### src/rtl/audio_pkg.sv
// Shared types and default sizing for the codec serial-port block.
//   e_i2s_state     : serial-port FSM state (IDLE, RUN)
//   AUDIO_DW        : default audio sample width per channel
//   AUDIO_SLOT_BITS : default BCLK periods per channel slot
package audio_pkg;

    typedef enum logic {
        IDLE = 1'b0,
        RUN  = 1'b1
    } e_i2s_state;

    localparam int AUDIO_DW        = 24;
    localparam int AUDIO_SLOT_BITS = 32;

endpackage

### src/rtl/i2s_codec_if_if.sv
// Bus bundle between the DSP datapath, the serial-port master and the codec pins.
//   slave  : seen by i2s_codec_if (takes DAC pairs and ADCDAT, drives ADC pairs and pins)
//   master : seen by the datapath / bench (drives DAC pairs, i_en and ADCDAT)
// Signals:
//   i_en                      start streaming (codec config done)
//   i_dac_left/right/valid    DAC sample pair offer, o_dac_ready accepts it
//   o_adc_left/right/valid    captured ADC pair, valid is a one-cycle pulse
//   o_underrun                frame started with an empty holding register
//   o_bclk/o_lrck/o_dacdat    codec pins, i_adcdat serial ADC data
interface i2s_codec_if_if
    import audio_pkg::*;
#(
    parameter int DW = AUDIO_DW
);

    logic          i_en;
    logic [DW-1:0] i_dac_left;
    logic [DW-1:0] i_dac_right;
    logic          i_dac_valid;
    logic          o_dac_ready;
    logic [DW-1:0] o_adc_left;
    logic [DW-1:0] o_adc_right;
    logic          o_adc_valid;
    logic          o_underrun;
    logic          o_bclk;
    logic          o_lrck;
    logic          o_dacdat;
    logic          i_adcdat;

    modport master (
        output i_en, i_dac_left, i_dac_right, i_dac_valid, i_adcdat,
        input  o_dac_ready, o_adc_left, o_adc_right, o_adc_valid,
        input  o_underrun, o_bclk, o_lrck, o_dacdat
    );

    modport slave (
        input  i_en, i_dac_left, i_dac_right, i_dac_valid, i_adcdat,
        output o_dac_ready, o_adc_left, o_adc_right, o_adc_valid,
        output o_underrun, o_bclk, o_lrck, o_dacdat
    );

endinterface

### src/rtl/bclk_gen.sv
// Bit-clock generator: divides clk down to BCLK and flags its edges.
//   clk, rst_n : system clock, synchronous active-low reset
//   run        : 1 = divider counting, 0 = divider and bclk held at 0
//   bclk       : registered bit clock
//   rise/fall  : one-cycle strobes, high in the cycle whose closing edge
//                takes bclk 0->1 / 1->0
module bclk_gen #(
    parameter int BCLK_DIV = 8
) (
    input  logic clk,
    input  logic rst_n,
    input  logic run,
    output logic bclk,
    output logic rise,
    output logic fall
);

    localparam int DCW = (BCLK_DIV > 1) ? $clog2(BCLK_DIV) : 1;

    logic [DCW-1:0] div_cnt;
    logic           tc;

    assign tc   = (div_cnt == DCW'(BCLK_DIV - 1));
    // Strobes are decoded from the registers so the consumer sees the edge
    // in the same cycle the bclk flop toggles.
    assign rise = run & tc & ~bclk;
    assign fall = run & tc & bclk;

    always_ff @(posedge clk) begin
        if (!rst_n || !run) begin
            div_cnt <= '0;
            bclk    <= 1'b0;
        end else if (tc) begin
            div_cnt <= '0;
            bclk    <= ~bclk;
        end else begin
            div_cnt <= div_cnt + DCW'(1);
        end
    end

endmodule

### src/rtl/i2s_codec_if.sv
// Left-justified, MSB-first audio serial-port master (LRCK high = left).
// Streams DAC pairs out on DACDAT and captures ADCDAT into parallel pairs.
//   i_clk, i_rst_n : system clock, synchronous active-low reset
//   bus            : i2s_codec_if_if.slave bundle (DAC/ADC pairs, i_en, codec pins)
// One frame = 2*SLOT_BITS bit clocks; each channel carries DW bits MSB first,
// the rest of the slot is zero padded on DACDAT and ignored on ADCDAT.
module i2s_codec_if
    import audio_pkg::*;
#(
    parameter int DW        = AUDIO_DW,
    parameter int SLOT_BITS = AUDIO_SLOT_BITS,
    parameter int BCLK_DIV  = 8
) (
    input  logic          i_clk,
    input  logic          i_rst_n,
    i2s_codec_if_if.slave bus
);

    localparam int FRAME_BITS = 2 * SLOT_BITS;
    localparam int BCW        = $clog2(FRAME_BITS);
    localparam logic [DW-1:0] MSB_MASK = DW'(1) << (DW - 1);

    e_i2s_state    state;
    logic          run;
    logic          bclk, rise, fall;

    logic [BCW-1:0] bit_cnt;
    logic [BCW-1:0] bit_nxt;
    logic [BCW-1:0] cur_k, nxt_k;
    logic           cur_left, nxt_left;
    logic           wrap, load, wr, capture, nxt_dat;
    logic [DW-1:0]  nxt_word;

    logic [DW-1:0]  dac_l, dac_r;       // frame being transmitted
    logic [DW-1:0]  hold_l, hold_r;     // one-entry holding register
    logic [DW-1:0]  adc_l, adc_r;       // capture shift registers
    logic [DW-1:0]  adc_out_l, adc_out_r;
    logic           ready_q, adc_valid_q, underrun_q, lrck_q, dacdat_q;

    assign run = (state == RUN);

    bclk_gen #(
        .BCLK_DIV (BCLK_DIV)
    ) u_bclk_gen (
        .clk   (i_clk),
        .rst_n (i_rst_n),
        .run   (run),
        .bclk  (bclk),
        .rise  (rise),
        .fall  (fall)
    );

    // Slot decode for the current bit and for the bit that a fall event
    // moves to. The DACDAT bit is picked with a shifted one-hot mask, so
    // any k >= DW falls off the mask and yields the zero pad.
    always_comb begin
        wrap     = (bit_cnt == BCW'(FRAME_BITS - 1));
        bit_nxt  = wrap ? '0 : bit_cnt + BCW'(1);
        cur_left = (bit_cnt < BCW'(SLOT_BITS));
        cur_k    = cur_left ? bit_cnt : bit_cnt - BCW'(SLOT_BITS);
        nxt_left = (bit_nxt < BCW'(SLOT_BITS));
        nxt_k    = nxt_left ? bit_nxt : bit_nxt - BCW'(SLOT_BITS);
        nxt_word = nxt_left ? dac_l : dac_r;
        nxt_dat  = |(nxt_word & (MSB_MASK >> nxt_k));
    end

    // A frame starts on entry to RUN and on every wrap while still enabled.
    // A wrap with i_en low closes the last frame instead of starting one.
    assign load    = ((state == IDLE) && bus.i_en) ||
                     ((state == RUN) && fall && wrap && bus.i_en);
    assign wr      = bus.i_dac_valid && ready_q;
    assign capture = rise && (cur_k < BCW'(DW));

    always_ff @(posedge i_clk) begin
        if (!i_rst_n) begin
            state       <= IDLE;
            bit_cnt     <= '0;
            dac_l       <= '0;
            dac_r       <= '0;
            hold_l      <= '0;
            hold_r      <= '0;
            adc_l       <= '0;
            adc_r       <= '0;
            adc_out_l   <= '0;
            adc_out_r   <= '0;
            ready_q     <= 1'b1;
            adc_valid_q <= 1'b0;
            underrun_q  <= 1'b0;
            lrck_q      <= 1'b0;
            dacdat_q    <= 1'b0;
        end else begin
            adc_valid_q <= 1'b0;
            underrun_q  <= 1'b0;

            // ready_q is the empty flag. A write can only land while empty,
            // so it never collides with a consume on the same edge.
            if (wr) begin
                hold_l  <= bus.i_dac_left;
                hold_r  <= bus.i_dac_right;
                ready_q <= 1'b0;
            end else if (load && !ready_q) begin
                ready_q <= 1'b1;
            end

            case (state)
                IDLE: begin
                    if (bus.i_en) begin
                        state <= RUN;
                    end
                end
                RUN: begin
                    if (capture) begin
                        if (cur_left) begin
                            adc_l <= (adc_l << 1) | DW'(bus.i_adcdat);
                        end else begin
                            adc_r <= (adc_r << 1) | DW'(bus.i_adcdat);
                        end
                    end
                    if (fall) begin
                        if (wrap) begin
                            adc_out_l   <= adc_l;
                            adc_out_r   <= adc_r;
                            adc_valid_q <= 1'b1;
                            if (!bus.i_en) begin
                                state    <= IDLE;
                                bit_cnt  <= '0;
                                lrck_q   <= 1'b0;
                                dacdat_q <= 1'b0;
                            end
                        end else begin
                            bit_cnt  <= bit_nxt;
                            lrck_q   <= nxt_left;
                            dacdat_q <= nxt_dat;
                        end
                    end
                end
                default: state <= IDLE;
            endcase

            // Frame start: the load sees the holding state from before this
            // edge, so a pair written right now waits for the next frame.
            if (load) begin
                bit_cnt    <= '0;
                lrck_q     <= 1'b1;
                underrun_q <= ready_q;
                if (ready_q) begin
                    dac_l    <= '0;
                    dac_r    <= '0;
                    dacdat_q <= 1'b0;
                end else begin
                    dac_l    <= hold_l;
                    dac_r    <= hold_r;
                    dacdat_q <= hold_l[DW-1];
                end
            end
        end
    end

    assign bus.o_bclk      = bclk;
    assign bus.o_lrck      = lrck_q;
    assign bus.o_dacdat    = dacdat_q;
    assign bus.o_dac_ready = ready_q;
    assign bus.o_adc_left  = adc_out_l;
    assign bus.o_adc_right = adc_out_r;
    assign bus.o_adc_valid = adc_valid_q;
    assign bus.o_underrun  = underrun_q;

endmodule

### src/flat_wrapper.sv
// flat-port wrapper written by rule: the top's interface ports become plain ports
module i2s_codec_if_flat import audio_pkg::*;
#(
    parameter int DW        = AUDIO_DW,
    parameter int SLOT_BITS = AUDIO_SLOT_BITS,
    parameter int BCLK_DIV  = 8
)
  (i_clk, i_rst_n, bus_i_en, bus_i_dac_left, bus_i_dac_right, bus_i_dac_valid, bus_i_adcdat, bus_o_dac_ready, bus_o_adc_left, bus_o_adc_right, bus_o_adc_valid, bus_o_underrun, bus_o_bclk, bus_o_lrck, bus_o_dacdat);
  i2s_codec_if_if #(.DW(DW)) bus_i ();
  input  logic i_clk;
  input  logic i_rst_n;
  input wire logic [$bits(bus_i.i_en)-1:0] bus_i_en;
  input wire logic [$bits(bus_i.i_dac_left)-1:0] bus_i_dac_left;
  input wire logic [$bits(bus_i.i_dac_right)-1:0] bus_i_dac_right;
  input wire logic [$bits(bus_i.i_dac_valid)-1:0] bus_i_dac_valid;
  input wire logic [$bits(bus_i.i_adcdat)-1:0] bus_i_adcdat;
  output wire logic [$bits(bus_i.o_dac_ready)-1:0] bus_o_dac_ready;
  output wire logic [$bits(bus_i.o_adc_left)-1:0] bus_o_adc_left;
  output wire logic [$bits(bus_i.o_adc_right)-1:0] bus_o_adc_right;
  output wire logic [$bits(bus_i.o_adc_valid)-1:0] bus_o_adc_valid;
  output wire logic [$bits(bus_i.o_underrun)-1:0] bus_o_underrun;
  output wire logic [$bits(bus_i.o_bclk)-1:0] bus_o_bclk;
  output wire logic [$bits(bus_i.o_lrck)-1:0] bus_o_lrck;
  output wire logic [$bits(bus_i.o_dacdat)-1:0] bus_o_dacdat;
  assign bus_i.i_en = bus_i_en;
  assign bus_i.i_dac_left = bus_i_dac_left;
  assign bus_i.i_dac_right = bus_i_dac_right;
  assign bus_i.i_dac_valid = bus_i_dac_valid;
  assign bus_i.i_adcdat = bus_i_adcdat;
  assign bus_o_dac_ready = bus_i.o_dac_ready;
  assign bus_o_adc_left = bus_i.o_adc_left;
  assign bus_o_adc_right = bus_i.o_adc_right;
  assign bus_o_adc_valid = bus_i.o_adc_valid;
  assign bus_o_underrun = bus_i.o_underrun;
  assign bus_o_bclk = bus_i.o_bclk;
  assign bus_o_lrck = bus_i.o_lrck;
  assign bus_o_dacdat = bus_i.o_dacdat;
  i2s_codec_if #(.DW(DW), .SLOT_BITS(SLOT_BITS), .BCLK_DIV(BCLK_DIV)) u_core (.i_clk(i_clk), .i_rst_n(i_rst_n), .bus(bus_i));
endmodule
### config.mk
export PLATFORM = sky130hd
export DESIGN_NAME = i2s_codec_if_flat
export DESIGN_NICKNAME = d
export VERILOG_FILES = /design/src/rtl/audio_pkg.sv /design/src/rtl/i2s_codec_if_if.sv /design/src/rtl/bclk_gen.sv /design/src/rtl/i2s_codec_if.sv /design/src/flat_wrapper.sv
export SDC_FILE = /design/constraint.sdc
export NUM_CORES = 1
export LEC_CHECK = 0
export BUFFER_PORTS_ARGS = -buffer_cell sky130_fd_sc_hd__buf_2
export CORE_MARGIN = 4
export CORE_UTILIZATION = 50
export CTS_BUF_LIST = sky130_fd_sc_hd__clkbuf_4
export CTS_CLUSTER_SIZE = 8
export DETAILED_ROUTE_END_ITERATION = 10
export HOLD_SLACK_MARGIN = 0.15
export PLACE_DENSITY_LB_ADDON = 0.1
export SETUP_SLACK_MARGIN = 0.15
export SLEW_MARGIN = 5
export SYNTH_ARGS = -nofsm -noshare
export SYNTH_HDL_FRONTEND = slang
export SYNTH_SLANG_ARGS = --single-unit
### constraint.sdc
create_clock -name i_clk -period 4 [get_ports i_clk]
set_input_delay 0.4 -clock i_clk [delete_from_list [all_inputs] [get_ports i_clk]]
set_output_delay 0.4 -clock i_clk [all_outputs]
set_load 0.03 [all_outputs]
; Word level (Yosys, flattened, before mapping)
; Index checks and enable logic that the tools add are counted.
[op_classes]
add_sub_neg = 4
magnitude_cmp = 3
eq_ne = 4
n_shift = 1
muxes = 25
bitwise_logic = 10
n_reduce_logical = 25
[ops]
columns = op, n
row1 = two-way mux 24 bit, 3
row2 = OR 24 x 1 -> 24 bit, 2
row3 = two-way mux 6 bit, 5
row4 = AND 24 bit, 1
row5 = OR reduction 24 bit, 1
row6 = right shift 24 x 6 -> 24 bit (first input constant), 1
row7 = AND reduction 3 bit, 6
row8 = two-way mux 1 bit, 16
row9 = < comparator 6 bit (second input constant), 2
row10 = subtractor 6 bit (second input constant), 2
row11 = logical AND 1 bit, 7
row12 = adder 6 x 1 -> 6 bit (second input constant), 1
row13 = == test 6 bit (second input constant), 1
row14 = < comparator 6 x 5 -> 1 bit (second input constant), 1
row15 = nonzero test 2 bit, 3
row16 = NOT 1 bit, 4
row17 = OR reduction 2 bit, 2
row18 = adder 3 x 1 -> 3 bit (second input constant), 1
row19 = AND 1 bit, 3
row20 = == test 3 bit (second input constant), 1
row21 = logical NOT 1 bit, 3
row22 = != test 3 bit (second input constant), 1
row23 = logical OR 1 bit, 2
row24 = != test 2 bit (second input constant), 1
row25 = 2 further kinds, 2
[word_totals]
reg_bits = 208
in_bits = 53
wordCells = 89

; Logic depth before layout (Yosys ltp)
[logic_depth]
word_depth = 11
ltp_mapped = 11

; By module
; A second synthesis with hierarchy kept.
[hier_totals]
cells_unflattened = 948
area_unflattened_um2 = 8262.9
[modules_own_cells]
columns = module, instances, cells_each, area_per_inst_um2, seq_area_each_um2
row1 = i2s_codec_if, 1, 933, 8097.8, 4083.9
row2 = bclk_gen, 1, 15, 165.2, 80.1

; Worst setup path after synthesis
; No wires, ideal clock.
[synth_timing]
kind = register to register
startpoint = reg u_core.bit_cnt[0]
endpoint = reg u_core.dac_r[10]
setup_time_ns = 0.117
arrival_ns = 1.958
required_time_ns = 3.883
setup_slack_ns = 1.925
stages_incl_launch_ff = 11
n_path_buf = 3
path_cell_list = dfxtp_1 > ha_1 > buf_2 > nand3_4 > nor2_8 > nand2_4 > a21boi_2 > nor2b_1 > buf_6 > buf_2 > a22o_1
[synth_via]
elab_chain_len = 4
[synth_rtl]
columns = element, line_no
row1 = start: declaration, i2s_codec_if.sv:27  ; logic [BCW-1:0] bit_cnt;
row2 = start signal: assignment, i2s_codec_if.sv:131  ; bit_cnt <= bit_nxt;
row3 = == test 6 bit, i2s_codec_if.sv:57  ; wrap = (bit_cnt == BCW'(FRAME_BITS - 1));
row4 = logical AND 1 bit (2 in a row), i2s_codec_if.sv:70  ; ((state == RUN) && fall && wrap && bus.i_en);
row5 = logical OR 1 bit, i2s_codec_if.sv:69  ; assign load = ((state == IDLE) && bus.i_en) ||
row6 = end signal: assignment, i2s_codec_if.sv:152  ; dac_r <= hold_r;
row7 = end: declaration, i2s_codec_if.sv:34  ; logic [DW-1:0] dac_l, dac_r;
; No other way between the ends.
; A chain may end at the register's enable or synchronous reset.

; Final worst setup path
[layout_timing]
startpoint = reg u_core.bit_cnt[1]
endpoint = reg u_core.dac_l[18]
[layout_via]
elab_chain_len = 4
[layout_rtl]
columns = element, line_no
row1 = == test 6 bit, i2s_codec_if.sv:57
row2 = logical AND 1 bit (2 in a row), i2s_codec_if.sv:70
row3 = logical OR 1 bit, i2s_codec_if.sv:69
row4 = end signal: assignment, i2s_codec_if.sv:151  ; dac_l <= hold_l;
row5 = end: declaration, i2s_codec_if.sv:34
; No other way between the ends.

==> flow_summary.ini <==
[floorplan]
start_util = 0.513
pin_count = 107
design.die.area_um2 = 18500
dieWidth_um = 136
die_y_um = 136
rows = 46
coreArea_um2 = 15900

[synthesis]
synth-async-reset-ratio = 0
synth_top_family_by_area = compound AO/OA/AOI/OAI gates
synth_xor_area_frac = 0.00841
synth.avg_cell_area_um2 = 8.85
synth_fp_nets = 984
yosys.area_share.simple = 0.187
synth_mux_area_frac = 0.00520
synth-compound-area-share = 0.241
synth_area_um2 = 8180
ys.flop_type = dfxtp_1
yosys_warnings = 0
ys_ff_latch = 208
synthAdderAreaFrac = 0.0107
yosysSeqAreaShare = 0.509
synth-edff-count = 0
syn_inst = 924
ys_types = 56

[critical_path]
worst_ep_required_time_ns = 4.55
rr_worst_depth = 9
critical-path-max-stage-delay_ns = 0.45
worstPathArrival_ns = 3.52
path_cells = ha_1 > nand3_4 > nor2_8 > nand2_4 > a21boi_2 > nand2_1 > nor2_2 > buf_4 > a22o_1
critPathKind = reg -> reg
cp.depth = 9
path_delay_family = simple AND/OR/NAND/NOR gates
startpoint_type = flop
timing.critical_path.buf_inv = 1
worst-path-max-fanout = 51
slowest_stage = ha_1
end_kind = flop

[sta]
max_freq_mhz = 337
fin_crit_sh = 0.742
finalSetupTns_ns = 0
slew_headroom = 0.421
finalHoldViolations = 0
finalWorstSetupSlack_ns = 1.03
setup_viol = 0
finalWorstPathRequiredPeriod_ns = 2.97
slew_violations = 0
grt_setup_unrepaired = no
skew_ns = 0.0408
worst_pin_slew_ns = 0.869

[layout]
multi_input_area_um2 = 3710
seq_area_um2 = 4160
utilization = 0.619
drive_gt1_frac = 0.190
diodes = 0
fin_cells = 1320
layout_common_cells = nand2_1 (306), dfxtp_1 (208), a21boi_0 (126)
syn_to_final_growth_pct = 20.6
final_common_cell = nand2_1
fillers = 1479
fin_nets = 1134

[route]
post-route-drc-count = 0
ant_nets = 0
vias_per_cell = 5.05
top_layer = met4
routed_wirelength_um = 18400
wl_met1_um = 9110
wl_met2_um = 8110
dr.pass1.iters = 4
met3_length_um = 909
drtIter0Drc = 319
vias = 6662
routedWlPerCell_um = 13.9

[clock_network]
cts_tree = built
clock_sinks = 208
htreeDepth = 2
path_clk_slew_ns = 0.06
cts_buffer_depth = 3
clock_latency_ns = 0.64
clock-root-buffer = clkbuf_4
cts_buffers = 53

[grt]
grt_pass1_vias = 6353
grt_pass1_wl_um = 30700
grt-ovfl-total = 0
grt_use_total = 0.200
antenna_found_initial = 0
grt_max_degree = 79

[power_and_ir_drop]
p_per_area_nw_per_um2 = 408
p_leak_nw = 3.87
p_total_mw = 4.02
ir_worst_vdd_mv = 0.218

[placement]
dp_cells = 1185
gp_congestion = 0.879
port_buffers = 106
dp_slack_ns = 1.03
dp_hpwl_um = 11600

[run_status]
outcome = completed

[flow_run]
cap_violations = 0

[worst_hold_path]
hold_depth = 2
hold_path_class = in -> reg
-- per-layer routing --
layer / vias up / global-route usage
li1: 3456 / -
met1: 3051 / 0.282
met2: 130 / 0.307
met3: 25 / 0.0415
met4: 0 / 0.0655
met5: - / 0
-- per-stage QoR --
step	instance area, um2	hold WS [ns]
finish	9860	0.281
global route	9860	0.291
CTS	9860	0.218
detailed placement	8740	0.426
global placement	8740	0.414
floorplan	8180	0.404
-- cells in the mapped netlist, drive strengths merged (4+ instances only) --
| cell | number | area, um2 |
|---|---|---|
| a22o | 52 | 455 |
| nor2 | 20 | 93.8 |
| xnor2 | 4 | 42.6 |
| nand2 | 309 | 1170 |
| inv | 5 | 18.8 |
| nor3 | 8 | 40.0 |
| o21bai | 4 | 30.0 |
| a21boi | 148 | 1120 |
| buf | 21 | 125 |
| a21oi | 15 | 75.1 |
| nand3 | 7 | 47.6 |
| clkbuf | 46 | 173 |
| and2 | 8 | 50.1 |
| ha | 7 | 87.6 |
| o21ai | 11 | 55.1 |
| nor2b | 5 | 31.3 |
| dfxtp | 208 | 4160 |
| a221oi | 10 | 87.6 |
-- kinds of logic after synthesis --
kind of cell | Yosys count
simple gates | 369
xor+xnor | 7
flops | 208
compound gates | 258
mux | 3
buf+inv | 72
fa+ha+maj | 7
-- where the power goes --
group,switching [mW],total [mW],internal (mW)
Combinational,0.101,0.200,0.0996
Clock,0.789,1.69,0.897
Sequential,0.0264,2.14,2.11
-- sequential cells by signal, summed over array words and instances (netlist names), 3 cells and up --
register and count:
u_core.adc_l 24, u_core.adc_r 24, u_core.bit_cnt 6, u_core.bus.o_adc_left 24
u_core.bus.o_adc_right 24, u_core.dac_l 24, u_core.dac_r 24, u_core.hold_l 24
u_core.hold_r 24, u_core.u_bclk_gen.div_cnt 3
-- what timing repair did --
action,4_1_cts,5_1_grt
resized for setup,0,0
endpoints found under the setup margin,0,0
hold buffers,50,0
setup buffers,0,0
hold endpoints to repair,51,0
-- final timing paths --
check,startpoint,to,slack [ns]
worst max-delay path,u_core.bit_cnt[1],u_core.dac_l[18],1.03
worst min-delay path,i_rst_n,u_core.bus.o_dac_ready,0.28
worst max register to register,u_core.bit_cnt[1],u_core.dac_l[18],1.03
worst min register to register,u_core.u_bclk_gen.div_cnt[0],u_core.u_bclk_gen.div_cnt[0],0.43
-- layout make-up --
type / count / area share
Sequential cell: 208 / 0.422
Multi-Input combinational cell: 644 / 0.376
Timing Repair Buffer: 162 / 0.109
Clock buffer: 80 / 0.0609
Tap cell: 216 / 0.0274
Clock inverter: 5 / 0.00241
Inverter: 5 / 0.00190
-- worst reg2reg max path: stages (launching register included) --
cell and delay, ns:
dfxtp_1 0.43, ha_1 0.45, nand3_4 0.19, nor2_8 0.24, nand2_4 0.32, a21boi_2 0.37
nand2_1 0.12, nor2_2 0.11, buf_4 0.42, a22o_1 0.22
No activity file was read; power rests on OpenSTA's default activity.
